`config.mk`:
```
export PLATFORM = sky130hd
export DESIGN_NAME = xadc_channel_classifier
export DESIGN_NICKNAME = d
export VERILOG_FILES = /design/src/rtl/xadc_pkg.sv /design/src/rtl/xadc_argmax.sv /design/src/rtl/xadc_channel_classifier.sv
export SDC_FILE = /design/constraint.sdc
export NUM_CORES = 1
export LEC_CHECK = 0
export CORE_MARGIN = 1.5
export CORE_UTILIZATION = 55
export DETAILED_ROUTE_END_ITERATION = 8
export PLACE_DENSITY_LB_ADDON = 0.12
export SLEW_MARGIN = 20
export SYNTH_ARGS = -nofsm -noshare
export SYNTH_HDL_FRONTEND = slang
export SYNTH_SLANG_ARGS = --single-unit
```
`constraint.sdc`:
```
create_clock -name S_AXI_ACLK -period 8.8 [get_ports S_AXI_ACLK]
set_input_delay 1.32 -clock S_AXI_ACLK [delete_from_list [all_inputs] [get_ports S_AXI_ACLK]]
set_output_delay 1.32 -clock S_AXI_ACLK [all_outputs]
set_load 0.02 [all_outputs]
```
`src/rtl/xadc_pkg.sv`:
```
`default_nettype none
// ----------------------------------------------------------------------------
// xadc_pkg: shared XADC DRP addresses, code width, FSM encoding and helpers.
// Rev 1.0
// ----------------------------------------------------------------------------
package xadc_pkg;

  localparam int         CODE_W        = 12;
  localparam int         MAX_AVG_SHIFT = 3;
  localparam logic [6:0] AUX0_ADDR     = 7'h10;
  localparam logic [6:0] STATUS_ADDR   = 7'h3F;
  localparam logic [6:0] CONFIG0_ADDR  = 7'h40;

  typedef enum logic [1:0] {
    ST_IDLE   = 2'd0,
    ST_ISSUE  = 2'd1,
    ST_WAIT   = 2'd2,
    ST_RESULT = 2'd3
  } state_e;

  // Summing 2^max_shift codes needs max_shift extra bits of headroom.
  function automatic int acc_width(input int code_w, input int max_shift);
    return code_w + max_shift;
  endfunction

endpackage
`default_nettype wire

```
`src/rtl/xadc_argmax.sv`:
```
`default_nettype none
// ----------------------------------------------------------------------------
// xadc_argmax: thresholded winner-take-all over NUM_CHANNELS averaged codes.
// Rev 1.0
// ----------------------------------------------------------------------------
module xadc_argmax
  import xadc_pkg::*;
#(
  parameter int NUM_CHANNELS = 4,
  parameter int CH_W         = (NUM_CHANNELS > 1) ? $clog2(NUM_CHANNELS) : 1
) (
  input  logic [NUM_CHANNELS-1:0][CODE_W-1:0] avg_i,
  input  logic [CODE_W-1:0]                   threshold_i,
  output logic [CH_W-1:0]                     winner_o,
  output logic                                winner_valid_o,
  output logic [NUM_CHANNELS-1:0]             above_mask_o
);

  logic [CODE_W-1:0] best_w;

  for (genvar k = 0; k < NUM_CHANNELS; k++) begin : g_mask
    assign above_mask_o[k] = avg_i[k] > threshold_i;
  end

  // Strict '>' keeps the lowest index on ties.
  always_comb begin
    best_w         = '0;
    winner_o       = '0;
    winner_valid_o = 1'b0;
    for (int k = 0; k < NUM_CHANNELS; k++) begin
      if (above_mask_o[k] && (!winner_valid_o || avg_i[k] > best_w)) begin
        best_w         = avg_i[k];
        winner_o       = CH_W'(k);
        winner_valid_o = 1'b1;
      end
    end
  end

endmodule
`default_nettype wire

```
`src/rtl/xadc_channel_classifier.sv`:
```
`default_nettype none
// ----------------------------------------------------------------------------
// xadc_channel_classifier: DRP sweep of aux channels, averaging, thresholding.
// Rev 1.0
// ----------------------------------------------------------------------------
module xadc_channel_classifier
  import xadc_pkg::*;
#(
  parameter int         NUM_CHANNELS   = 4,
  parameter logic [6:0] BASE_ADDR      = AUX0_ADDR,
  parameter int         TIMEOUT_CYCLES = 64,
  parameter int         CH_W           = (NUM_CHANNELS > 1) ? $clog2(NUM_CHANNELS) : 1
) (
  input  logic                    S_AXI_ACLK,
  input  logic                    S_AXI_ARESETN,
  input  logic                    enable,
  input  logic [CODE_W-1:0]       threshold,
  input  logic [1:0]              avg_sel,
  input  logic                    clear_err,
  input  logic                    eos,
  input  logic                    busy,
  input  logic                    drdy,
  input  logic [15:0]             do_data,
  output logic [6:0]              daddr,
  output logic                    den,
  output logic                    dwe,
  output logic [15:0]             di,
  output logic [CH_W-1:0]         winner,
  output logic                    winner_valid,
  output logic [NUM_CHANNELS-1:0] above_mask,
  output logic                    sample_valid,
  output logic                    timeout_err
);

  localparam int              ACC_W   = acc_width(CODE_W, MAX_AVG_SHIFT);
  localparam int              TMO_W   = $clog2(TIMEOUT_CYCLES + 1);
  localparam logic [CH_W-1:0] LAST_CH = CH_W'(NUM_CHANNELS - 1);

  state_e                  state_q, state_d;
  logic [CH_W-1:0]         ch_q, ch_d;
  logic [3:0]              sweep_q, sweep_d;
  logic [1:0]              avg_sel_q, avg_sel_d;
  logic [TMO_W-1:0]        tmo_q, tmo_d;
  logic                    abort_q, abort_d;
  logic                    timeout_err_q, timeout_err_d;
  logic [ACC_W-1:0]        acc_q [NUM_CHANNELS];
  logic [ACC_W-1:0]        acc_d [NUM_CHANNELS];
  logic [CH_W-1:0]         winner_q;
  logic                    winner_valid_q;
  logic [NUM_CHANNELS-1:0] above_mask_q;
  logic                    sample_valid_q;

  logic                    discard_w;
  logic                    timeout_evt_w;
  logic [3:0]              sweep_inc_w;
  logic [NUM_CHANNELS-1:0][CODE_W-1:0] avg_w;
  logic [CH_W-1:0]         winner_w;
  logic                    winner_valid_w;
  logic [NUM_CHANNELS-1:0] above_mask_w;
  logic                    unused_ok;

  assign unused_ok = ^{busy, do_data[3:0]};

  for (genvar k = 0; k < NUM_CHANNELS; k++) begin : g_avg
    assign avg_w[k] = CODE_W'(acc_q[k] >> avg_sel_q);
  end

  xadc_argmax #(
    .NUM_CHANNELS (NUM_CHANNELS),
    .CH_W         (CH_W)
  ) u_argmax (
    .avg_i          (avg_w),
    .threshold_i    (threshold),
    .winner_o       (winner_w),
    .winner_valid_o (winner_valid_w),
    .above_mask_o   (above_mask_w)
  );

  assign sweep_inc_w = sweep_q + 4'd1;

  always_comb begin
    state_d       = state_q;
    ch_d          = ch_q;
    sweep_d       = sweep_q;
    avg_sel_d     = avg_sel_q;
    tmo_d         = tmo_q;
    abort_d       = abort_q;
    acc_d         = acc_q;
    discard_w     = 1'b0;
    timeout_evt_w = 1'b0;

    case (state_q)
      ST_IDLE: begin
        abort_d = 1'b0;
        if (!enable) begin
          discard_w = 1'b1;
        end else if (eos) begin
          state_d = ST_ISSUE;
          if (sweep_q == 4'd0) avg_sel_d = avg_sel;
        end
      end
      ST_ISSUE: begin
        tmo_d = '0;
        if (!enable) begin
          discard_w = 1'b1;
          state_d   = ST_IDLE;
        end else begin
          state_d = ST_WAIT;
        end
      end
      ST_WAIT: begin
        // After enable drops the in-flight read is drained, then dropped.
        if (!enable) abort_d = 1'b1;
        if (drdy) begin
          if (abort_q || !enable) begin
            discard_w = 1'b1;
            state_d   = ST_IDLE;
          end else begin
            acc_d[ch_q] = acc_q[ch_q] + ACC_W'(do_data[15:4]);
            if (ch_q == LAST_CH) begin
              ch_d    = '0;
              sweep_d = sweep_inc_w;
              state_d = (sweep_inc_w == (4'd1 << avg_sel_q)) ? ST_RESULT : ST_IDLE;
            end else begin
              ch_d    = ch_q + 1'b1;
              state_d = ST_ISSUE;
            end
          end
        end else if (tmo_q == TMO_W'(TIMEOUT_CYCLES - 1)) begin
          timeout_evt_w = 1'b1;
          discard_w     = 1'b1;
          state_d       = ST_IDLE;
        end else begin
          tmo_d = tmo_q + 1'b1;
        end
      end
      ST_RESULT: begin
        discard_w = 1'b1;
        state_d   = ST_IDLE;
      end
      default: state_d = ST_IDLE;
    endcase

    if (discard_w) begin
      ch_d    = '0;
      sweep_d = '0;
      for (int k = 0; k < NUM_CHANNELS; k++) acc_d[k] = '0;
    end

    timeout_err_d = clear_err ? 1'b0 : (timeout_evt_w ? 1'b1 : timeout_err_q);
  end

  always_ff @(posedge S_AXI_ACLK or negedge S_AXI_ARESETN) begin
    if (!S_AXI_ARESETN) begin
      state_q        <= ST_IDLE;
      ch_q           <= '0;
      sweep_q        <= '0;
      avg_sel_q      <= '0;
      tmo_q          <= '0;
      abort_q        <= 1'b0;
      timeout_err_q  <= 1'b0;
      winner_q       <= '0;
      winner_valid_q <= 1'b0;
      above_mask_q   <= '0;
      sample_valid_q <= 1'b0;
      for (int k = 0; k < NUM_CHANNELS; k++) acc_q[k] <= '0;
    end else begin
      state_q        <= state_d;
      ch_q           <= ch_d;
      sweep_q        <= sweep_d;
      avg_sel_q      <= avg_sel_d;
      tmo_q          <= tmo_d;
      abort_q        <= abort_d;
      timeout_err_q  <= timeout_err_d;
      acc_q          <= acc_d;
      sample_valid_q <= (state_q == ST_RESULT);
      if (state_q == ST_RESULT) begin
        winner_q       <= winner_w;
        winner_valid_q <= winner_valid_w;
        above_mask_q   <= above_mask_w;
      end
    end
  end

  assign daddr        = BASE_ADDR + 7'(ch_q);
  assign den          = (state_q == ST_ISSUE) && enable;
  assign dwe          = 1'b0;
  assign di           = 16'h0000;
  assign winner       = winner_q;
  assign winner_valid = winner_valid_q;
  assign above_mask   = above_mask_q;
  assign sample_valid = sample_valid_q;
  assign timeout_err  = timeout_err_q;

endmodule
`default_nettype wire

```
Yosys cells after proc, flatten, opt, wreduce, memory -nomap -nowiden --
Cells that the tools add are included. W data, S select, Z words.
Operators by class: bitwise logic cells 1, add/subtract/negate cells 5, shifts and indexed selects 5, multiplexer cells 53, magnitude comparators 9, reductions and logical operators 28, equality and inequality tests 13
Operator list (number):
- $mux W60 | 4
- $gt A12 B12 Y1 | 7
- $bwmux W60 | 1
- $shr A15 B2 Y12 | 4
- $mux W15 | 3
- $mux W12 | 3
- $bmux W15 S2 | 1
- $demux W15 S2 | 1
- $mux W2 | 15
- $mux W4 | 5
- $add A15 B12 Y15 | 1
- $mux W1 | 14
- $mux W7 | 2
- $pmux W7 S2 | 1
- $ne A2 B2 Y1 const B | 6
- $reduce_bool A2 Y1 | 6
- $reduce_and A3 Y1 | 3
- $pmux W2 S4 | 1
- $reduce_and A4 Y1 | 2
- $add A7 B1 Y7 const B | 1
- $eq A7 B6 Y1 const B | 1
- $add A5 B2 Y6 const A | 1
- $eq A2 B2 Y1 const B | 3
- $logic_and A1 B1 Y1 | 5
- 17 further kinds | 23
Storage, ports and cells: output and inout port bits 34, input bits 37, logic and storage cells 129, register bits 87

Logic depth before layout (Yosys ltp) --
Gate-level depths: netlist of the first run.
depth after elaboration 15, depth in mapped cells 38, gate-level depth less buffers 33

By module --
From an unflattened synthesis of the first run, not the netlist that was laid out.
Unflattened totals: cells, all modules 809, area, all modules 8211.6 µm²
Modules (own cells, without submodules):
- xadc_channel_classifier | instances 1, seq. area each 2177.1 µm², area an instance 5869.4 µm², cells each 523
- xadc_argmax | instances 1, seq. area each 0.0 µm², area an instance 2342.2 µm², cells each 286

Least setup slack after synthesis of the first run --
Ideal clock, no wire load.
path type input -> register, from input threshold[1], to register winner_q[0] (netlist: winner[0]), stages 34, data required time 8.661 ns, path slack 1.470 ns, arrival time 7.191 ns, setup time 0.139 ns, buffers on the path 3, path through inv_1 ha_1 nor2b_1 o211ai_1 a211oi_1 o31a_2 clkbuf_1 nand2_1 ha_1 and3_1 a221o_1 a221o_1 o21a_1 a21boi_2 buf_6 a22o_1 inv_1 ha_1 a21o_1 a21o_1 a21oi_1 o211ai_1 o31a_1 o21ai_0 buf_2 mux2i_1 ha_1 nor2b_1 o21a_1 o21a_1 o21ai_0 a21oi_1 o211ai_1 o311ai_1
Between the ends: word-level cells in the longest chain between the ends 14, elaborated cells on any way between the ends 25, classes of those cells order compare: 7; mux: 9; reduce/logical: 9
RTL lines:
- start: declaration | line xadc_channel_classifier.sv:17 | input logic [CODE_W-1:0] threshold,
- $gt A12 B12 Y1 | line xadc_argmax.sv:22 | assign above_mask_o[k] = avg_i[k] > threshold_i;
- $mux W12 or $mux W1 (tied branches) | line xadc_argmax.sv:31 | if (above_mask_o[k] && (!winner_valid_o || avg_i[k] > best_w)) begin
- $gt A12 B12 Y1 or $logic_not A1 Y1 (tied branches) | line xadc_argmax.sv:31
- $logic_or A1 B1 Y1 | line xadc_argmax.sv:31
- $logic_and A1 B1 Y1 | line xadc_argmax.sv:31
- $mux W12 or $mux W1 (tied branches) | line xadc_argmax.sv:31
- $gt A12 B12 Y1 or $logic_not A1 Y1 (tied branches) | line xadc_argmax.sv:31
- $logic_or A1 B1 Y1 | line xadc_argmax.sv:31
- $logic_and A1 B1 Y1 | line xadc_argmax.sv:31
- $mux W12 or $mux W1 (tied branches) | line xadc_argmax.sv:31
- $gt A12 B12 Y1 or $logic_not A1 Y1 (tied branches) | line xadc_argmax.sv:31
- $logic_or A1 B1 Y1 | line xadc_argmax.sv:31
- $logic_and A1 B1 Y1 | line xadc_argmax.sv:31
- $mux W2 (*) | line xadc_argmax.sv:31
- end signal: assignment | line xadc_channel_classifier.sv:178 | winner_q <= winner_w;
- end: declaration | line xadc_channel_classifier.sv:48 | logic [CH_W-1:0] winner_q;
Every way passes the cells marked *; elsewhere a longest branch is shown, timed or not. A chain may end at the register's enable or synchronous reset.

Worst setup path after layout of the first run --
from input threshold[10], to register winner_q[0] (netlist: winner[0])
The elaborated chain is that of the path after synthesis.

==> metrics.md, run 1 <==
| Metric | Value |
|---|---|
| Status | complete, no violations |
| Ys flop type | dfrtp_1 |
| Core Box Area | 14,400 um2 |
| Yosys cell types | 58 |
| Pwr Density | 138 nW/um2 |
| Synth warnings | 0 |
| Highest-delay cell along the critical path | clkdlybuf4s50_1 |
| First-pass GRT wire length | 33,800 um |
| Maximum vdd drop | 0.000111 V |
| Clock slew seen by the registers of the worst setup and hold paths | 70 ps |
| Clk sinks | 87 |
| FILL cells | 1,189 |
| Initial core utilization | 0.560 |
| Most numerous cell on the critical path | ha_1 |
| Die Ht | 124 um |
| Initial antenna violation count | 0 |
| Final HPWL DP | 16,800 um |
| Routed vias | 6,705 |
| Fin cells | 1,048 |
| Worst path arrival time | 8560 ps |
| Post-route ant nets | 0 |
| Crit path time final | 8330 ps |
| Setup violators final | 0 |
| P_leak | 4.00 nW |
| Most area-consuming cells after synthesis | dfrtp_1, ha_1, mux4_2 |
| Register area share after synthesis | 0.270 |
| Hold WS | 490 ps |
| Final wirelength | 21,500 um |
| DRC | 0 |
| GRT Resource Usage Total | 0.293 |
| Die ar. | 15,400 um2 |
| Utilization after layout | 0.615 |
| Slew Viols, Final | 0 |
| Clk_skew | 6.55 ps |
| Synth Cell Area | 8080 um2 |
| Clk root buf | clkbuf_16 |
| Post-synth top area cell | dfrtp_1 |
| Pwr Total | 1.22 mW |
| Maxcap violations | 0 |
| Achievable frequency | 0.120 GHz |
| H-tree level count | 3 |
| Number of global-route vias before repair | 6,390 |
| HP Class | reg -> reg |
| Area Growth Syn to Fin | 9.80% |
| Total grt overflow | 0 |
| DRT Pass-1 Iters | 8 |
| Crit Path Class | in -> reg |
| Placed cells | 1,031 |
| CTS tree | yes |
| Post-synth EDFFs | 0 |
| Finished Cell Area | 8870 um2 |
| Die W | 124 um |
| Clock Latency Late Sink | 350 ps |
| Layout cells sized above 1 | 0.138 |
| Max incr delay on CP | 450 ps |
| N_diodes | 0 |
| Syn_area_per_cell | 9.71 um2 |
| GPL Wtd Cong | 1.01 |
| Flops & latches, synth | 87 |
| CP required | 9020 ps |
| Nets | 1,000 |
| Final hold viol count | 0 |
| Slew HR | 0.298 |
| RSZ-0062 raised after global routing | no |
| Post-synth top area share | 0.270 |
| Clock buffer depth | 2 |
| Resize count post-CTS | 0 |
| IO Pins | 71 |
| Area post-placement | 8580 um2 |
| Post-CTS Hold Buffers | 0 |
| Final worst slack | 469 ps |
| CP Launch Type | input port |
| Largest net degree at the start of global routing | 82 |
| Fin crit share | 0.947 |
| Post-route setup TNS | 0 ps |
| Critical Path Sink Type | flip-flop |
| Slew at the pin with the worst max-slew slack | 1050 ps |
| Worst-path fanout max | 11 |
| Routed vias/inst | 6.40 |
| Num CTS Buffers | 9 |
| Row count | 44 |
| Synthesized instance count | 832 |
| Place WS | 166 ps |
| Async SR Flop Fraction | 1.00 |
| PortBufs | 43 |
| Initial drt markers | 538 |
| Wire length per cell | 20.5 um |
[what timing repair did]
action,4_1_cts,5_1_grt
endpoints found under the hold margin,0,0
setup buffers,0,1
setup endpoints to repair,0,2
[area by class of cell]
type / count / area (um2) / area share
clock buffer: 9 / 225 / 0.0254
clock inverter: 7 / 55.1 / 0.00621
inverter: 39 / 146 / 0.0165
multi-input combinational: 663 / 5480 / 0.618
sequential: 87 / 2180 / 0.246
tap: 184 / 230 / 0.0260
timing repair buffer: 59 / 552 / 0.0622
[kinds of logic (layout without fill, tap and decap cells)]
logic type	after synthesis	count (layout)	share of synthesized area
mux	83	83	0.188
compound gates	204	204	0.163
xor+xnor	16	16	0.0173
flops	87	87	0.270
simple gates	234	234	0.137
fa+ha+maj	104	104	0.162
buf+inv	102	114	0.0623
other cells	2	22	0.000930
[power by group]
part	internal, mW	total (mW)	switching, mW
clock	0.195	0.365	0.171
sequential	0.419	0.466	0.0468
combinational	0.179	0.393	0.215
[final timing paths]
| path | from | end | slack, ps | cells after the start |
|---|---|---|---|---|
| worst min-delay path | winner[0]$_DFFE_PN0P_ | winner[0]$_DFFE_PN0P_ | 490 | 2 |
| worst min register to register | winner[0]$_DFFE_PN0P_ | winner[0]$_DFFE_PN0P_ | 490 | 2 |
| worst max-delay path | threshold[10] | winner[0]$_DFFE_PN0P_ | 470 | 34 |
| worst max register to register | avg_sel_q[1]$_DFFE_PN0P_ | winner[0]$_DFFE_PN0P_ | 630 | 33 |
| max in group asynchronous | S_AXI_ARESETN | acc_q[15]$_DFFE_PN0P_ | 7130 | 2 |
| min in group asynchronous | S_AXI_ARESETN | above_mask[3]$_DFFE_PN0P_ | 760 | 1 |
[flip-flops by register name, indices dropped and copies added (netlist names)]
signal,cells
abort_q,1
above_mask,4
acc_q,60
avg_sel_q,2
ch_q,2
sample_valid,1
state_q,2
sweep_q,4
timeout_err,1
tmo_q,7
winner,2
winner_valid,1
[cells in the mapped netlist, types with 21 or more instances]
library cell  count
ha_1            103
dfrtp_1          87
nand2_1          80
a21oi_1          66
mux4_2           54
nand3_1          52
o21ai_0          48
inv_1            38
nor2_1           36
buf_4            22
nand4_1          21
[placed cells by master, fill, tap and decap left out, types with 3 or more instances in the layout]
master	Yosys	final
a211oi_1	10	10
a21o_1	20	20
a21oi_1	66	66
a22o_1	7	7
a22o_2	6	6
and2_1	6	6
buf_4	22	16
clkbuf_16	0	9
clkdlybuf4s50_1	0	42
conb_1	2	22
dfrtp_1	87	85
ha_1	103	103
inv_1	38	38
mux2_2	9	9
mux2i_1	20	20
mux4_2	54	54
nand2_1	80	80
nand2b_1	6	6
nand3_1	52	52
nand4_1	21	21
nor2_1	36	35
nor2b_1	11	11
nor3_1	7	7
o211ai_1	11	11
o21a_1	4	4
o21ai_0	48	48
o2bb2ai_1	4	4
o31ai_1	3	3
or2_2	5	5
or3_1	3	3
xnor2_1	7	7
xor2_1	9	9
[worst max-delay path, delay by kind of cell]
kind                       cells  cell delay (ps)
and+or+nand+nor                4              490
AOI/OAI and AO/OA             20             4250
buffers and inverters          5             1040
adders and majority gates      4             1160
muxes                          1              280
[metal layers]
| metal | wire length, um | GRT usage |
|---|---|---|
| met1 | 9610 | 0.412 |
| met2 | 10200 | 0.474 |
| met3 | 1250 | 0.0353 |
| met4 | 476 | 0.0916 |
| met5 | 0 | 0 |
Note: power is estimated with default switching activity, not from simulation.
==> run 2, diff against run 1 <==
--- a/config.mk
+++ b/config.mk
@@ -5,9 +5,9 @@
 export SDC_FILE = /design/constraint.sdc
 export NUM_CORES = 1
 export LEC_CHECK = 0
-export CORE_MARGIN = 1.5
 export CORE_UTILIZATION = 55
 export DETAILED_ROUTE_END_ITERATION = 8
+export GPL_TIMING_DRIVEN = 0
 export PLACE_DENSITY_LB_ADDON = 0.12
 export SLEW_MARGIN = 20
 export SYNTH_ARGS = -nofsm -noshare
==> constraint.sdc (replaced) <==
create_clock -name S_AXI_ACLK -period 10.7 [get_ports S_AXI_ACLK]
set_input_delay 1.605 -clock S_AXI_ACLK [delete_from_list [all_inputs] [get_ports S_AXI_ACLK]]
set_output_delay 1.605 -clock S_AXI_ACLK [all_outputs]
set_load 0.02 [all_outputs]
==> run 2 against run 1 <==
Net effect: first-iteration DRC count down 8.2%; routed wire length up 11%; critical endpoint unchanged; critical path type unchanged; sequential share of layout area down 0.73 points; worst setup slack better by 1000 ps; via count up 6.6%; worst hold slack better by 23 ps; clock power down 11%; final area up 2.9%.
==> metrics.md, run 2 (same netlist as run 1, synthesis figures left out) <==
| Metric | Value |
|---|---|
| Area Growth Syn to Fin | 13.0% (was 9.80%) |
| Setup violators final | 0 (unchanged) |
| P_leak | 4.17 nW (was 4.00 nW) |
| Row count | 43 (was 44) |
| GPL Wtd Cong | 0.990 (was 1.01) |
| Routed vias/inst | 6.55 (was 6.40) |
| R2r setup slk | 1510 ps (was 630 ps) |
| RSZ-0062 raised after global routing | no (unchanged) |
| Slew Viols, Final | 0 (unchanged) |
| Initial drt markers | 494 (was 538) |
| Pwr Total | 1.06 mW (was 1.22 mW) |
| Reg2reg end | winner[0]$_DFFE_PN0P_ (unchanged) |
| Highest-delay cell along the critical path | clkdlybuf4s50_1 (unchanged) |
| Final wirelength | 23,900 um (was 21,500 um) |
| First-pass GRT wire length | 37,200 um (was 33,800 um) |
| Biggest register | acc_q (unchanged) |
| FILL cells | 1,159 (was 1,189) |
| Routed vias | 7,148 (was 6,705) |
| Number of flip-flops in the largest register | 60 (unchanged) |
| Worst-path fanout max | 10 (was 11) |
| Clock Latency Late Sink | 350 ps (about the same) |
| Crit Path Class | in -> reg (unchanged) |
| Most common cell after layout, fill and taps aside | ha_1 (unchanged) |
| Clk_skew | 6.18 ps (was 6.55 ps) |
| Achievable frequency | 0.109 GHz |
| H-tree level count | 3 (unchanged) |
| Most numerous cell on the critical path | ha_1 (unchanged) |
| Clock Power Share | 0.308 (was 0.298) |
| Psw | 372 uW (was 432 uW) |
| Internal power | 683 uW (was 792 uW) |
| Hold path cells | 1 (was 2) |
| Switching Share | 0.353 (about the same) |
| HP Start | tmo_q[2]$_DFFE_PN0P_ (was winner[0]$_DFFE_PN0P_) |
| PortBufs | 43 (unchanged) |
| Wire length per cell | 21.9 um (was 20.5 um) |
| Maxcap violations | 0 (unchanged) |
| WP buf/inv | 6 (was 5) |
| Post-route ant nets | 0 (unchanged) |
| Num CTS Buffers | 9 (unchanged) |
| Worst r2r src | avg_sel_q[1]$_DFFE_PN0P_ (unchanged) |
| Top flop regs | acc_q: 60 flops, tmo_q: 7 flops (unchanged) |
| Setup Buffers After CTS | 0 (unchanged) |
| Clk root buf | clkbuf_16 (unchanged) |
| Clock slew seen by the registers of the worst setup and hold paths | 70 ps (about the same) |
| Max incr delay on CP | 450 ps (about the same) |
| DRC | 0 (unchanged) |
| DRT Pass-1 Iters | 6 (was 8) |
| Slew at the pin with the worst max-slew slack | 762 ps (was 1050 ps) |
| Layout cells sized above 1 | 0.156 (was 0.138) |
| Die ar. | 15,200 um2 (was 15,400 um2) |
| Clock buffer depth | 2 (unchanged) |
| Cell family contributing the most delay on the critical path | compound AO/OA/AOI/OAI gates (unchanged) |
| Worst path arrival time | 9420 ps (was 8560 ps) |
| Resize count post-CTS | 0 (unchanged) |
| Critical Path Sink Type | flip-flop (unchanged) |
| Die W | 123 um (was 124 um) |
| CTS tree | yes (unchanged) |
| Register share of total power | 0.344 (was 0.380) |
| Maximum vdd drop | 0.0000882 V (was 0.000111 V) |
| Initial core utilization | 0.573 (was 0.560) |
| Slew HR | 0.492 (was 0.298) |
| CP Launch Type | input port (unchanged) |
| Clk sinks | 87 (unchanged) |
| Crit path time final | 9210 ps |
| Post-CTS Hold Buffers | 0 (unchanged) |
| Final hold viol count | 0 (unchanged) |
| Final HPWL DP | 19,100 um (was 16,800 um) |
| IO Pins | 71 (unchanged) |
| Post-route setup TNS | 0 ps (unchanged) |
| GRT Resource Usage Total | 0.333 (was 0.293) |
| Die Ht | 123 um (was 124 um) |
| Largest net degree at the start of global routing | 46 (was 82) |
| Fin crit share | 0.860 |
| Core Box Area | 14,100 um2 (was 14,400 um2) |
| HP Class | reg -> reg (unchanged) |
| N_diodes | 0 (unchanged) |
| Total grt overflow | 0 (unchanged) |
| Pwr Density | 116 nW/um2 (was 138 nW/um2) |
| Initial antenna violation count | 0 (unchanged) |
| Hold path endpoint | tmo_q[2]$_DFFE_PN0P_ (was winner[0]$_DFFE_PN0P_) |
| Number of global-route vias before repair | 6,912 (was 6,390) |
| Combinational Power Share | 0.349 (was 0.321) |
| Most frequent cells in the layout | ha_1, dfrtp_1, nand2_1, a21oi_1, mux4_2 (unchanged) |
| Cell count of the worst reg-to-reg path | 35 (was 33) |
| CP required | 10,910 ps (was 9020 ps) |
| Status | complete, no violations (unchanged) |
| Nets | 1,048 (was 1,000) |
[run 2: stage by stage]
stage	util	setup WS [ps]	area (um2)	hold slack, ps	instances
5_1_grt	0.648	1060	9130	541	1092
3_5_place_dp	0.626	1210	8830	507	1076
6_report	0.648	1490	9130	514	1092
4_1_cts	0.648	1550	9130	516	1092
3_3_place_gp	0.625	1410	8810	481	1075
2_1_floorplan	-	3090	8150	466	852
[run 2: area by class of cell]
type	count	area, um2	share of cell area
well taps	180	225	0.0247
inverters	39	146	0.0160
repair buffers	44	448	0.0491
plain buffers	63	357	0.0391
flip-flops and latches	87	2180	0.238
clock inverters	7	78.8	0.00863
multi-input cells	663	5470	0.599
clock buffers	9	225	0.0247
[run 2: worst max-delay path by stage]
stage	startpoint	end	slack (ps)	depth (start not counted)
floorplan	threshold[1]	winner[0]$_DFFE_PN0P_	3090	34
global placement	threshold[10]	winner[0]$_DFFE_PN0P_	1410	34
detailed placement	threshold[10]	winner[0]$_DFFE_PN0P_	1210	34
CTS	threshold[10]	winner[0]$_DFFE_PN0P_	1550	34
global route	avg_sel_q[1]$_DFFE_PN0P_	winner[0]$_DFFE_PN0P_	1060	35
finish	threshold[10]	winner[0]$_DFFE_PN0P_	1490	34
[run 2: metal layers]
| layer | wire (um) | vias up | global-route usage | part of all wire |
|---|---|---|---|---|
| met5 | 0 | - | 0 | 0 |
| met4 | 1060 | 0 | 0.156 | 0.044 |
| met3 | 1750 | 59 | 0.0549 | 0.073 |
| met2 | 11200 | 357 | 0.537 | 0.47 |
| met1 | 9870 | 3494 | 0.438 | 0.41 |
| li1 | - | 3238 | - | - |
[run 2: power groups by stage]
stage | combinational [mW] | sequential (mW) | clock (mW)
after floorplan | 0.250 | 0.372 | 0
final | 0.368 | 0.363 | 0.324
after global placement | 0.353 | 0.367 | 0
after CTS | 0.368 | 0.363 | 0.327
after global routing | 0.398 | 0.365 | 0.340
after detailed placement | 0.366 | 0.369 | 0
[run 2: worst reg2reg max path: cells and delay by family, from the launching register on]
family                   cells  cell delay (ps)
flip-flops                   1              500
AND/OR/NAND/NOR              4              630
AO/OA/AOI/OAI               19             4190
multiplexers                 2              650
adder cells (fa/ha/maj)      4             1200
buffers and inverters        6             1860
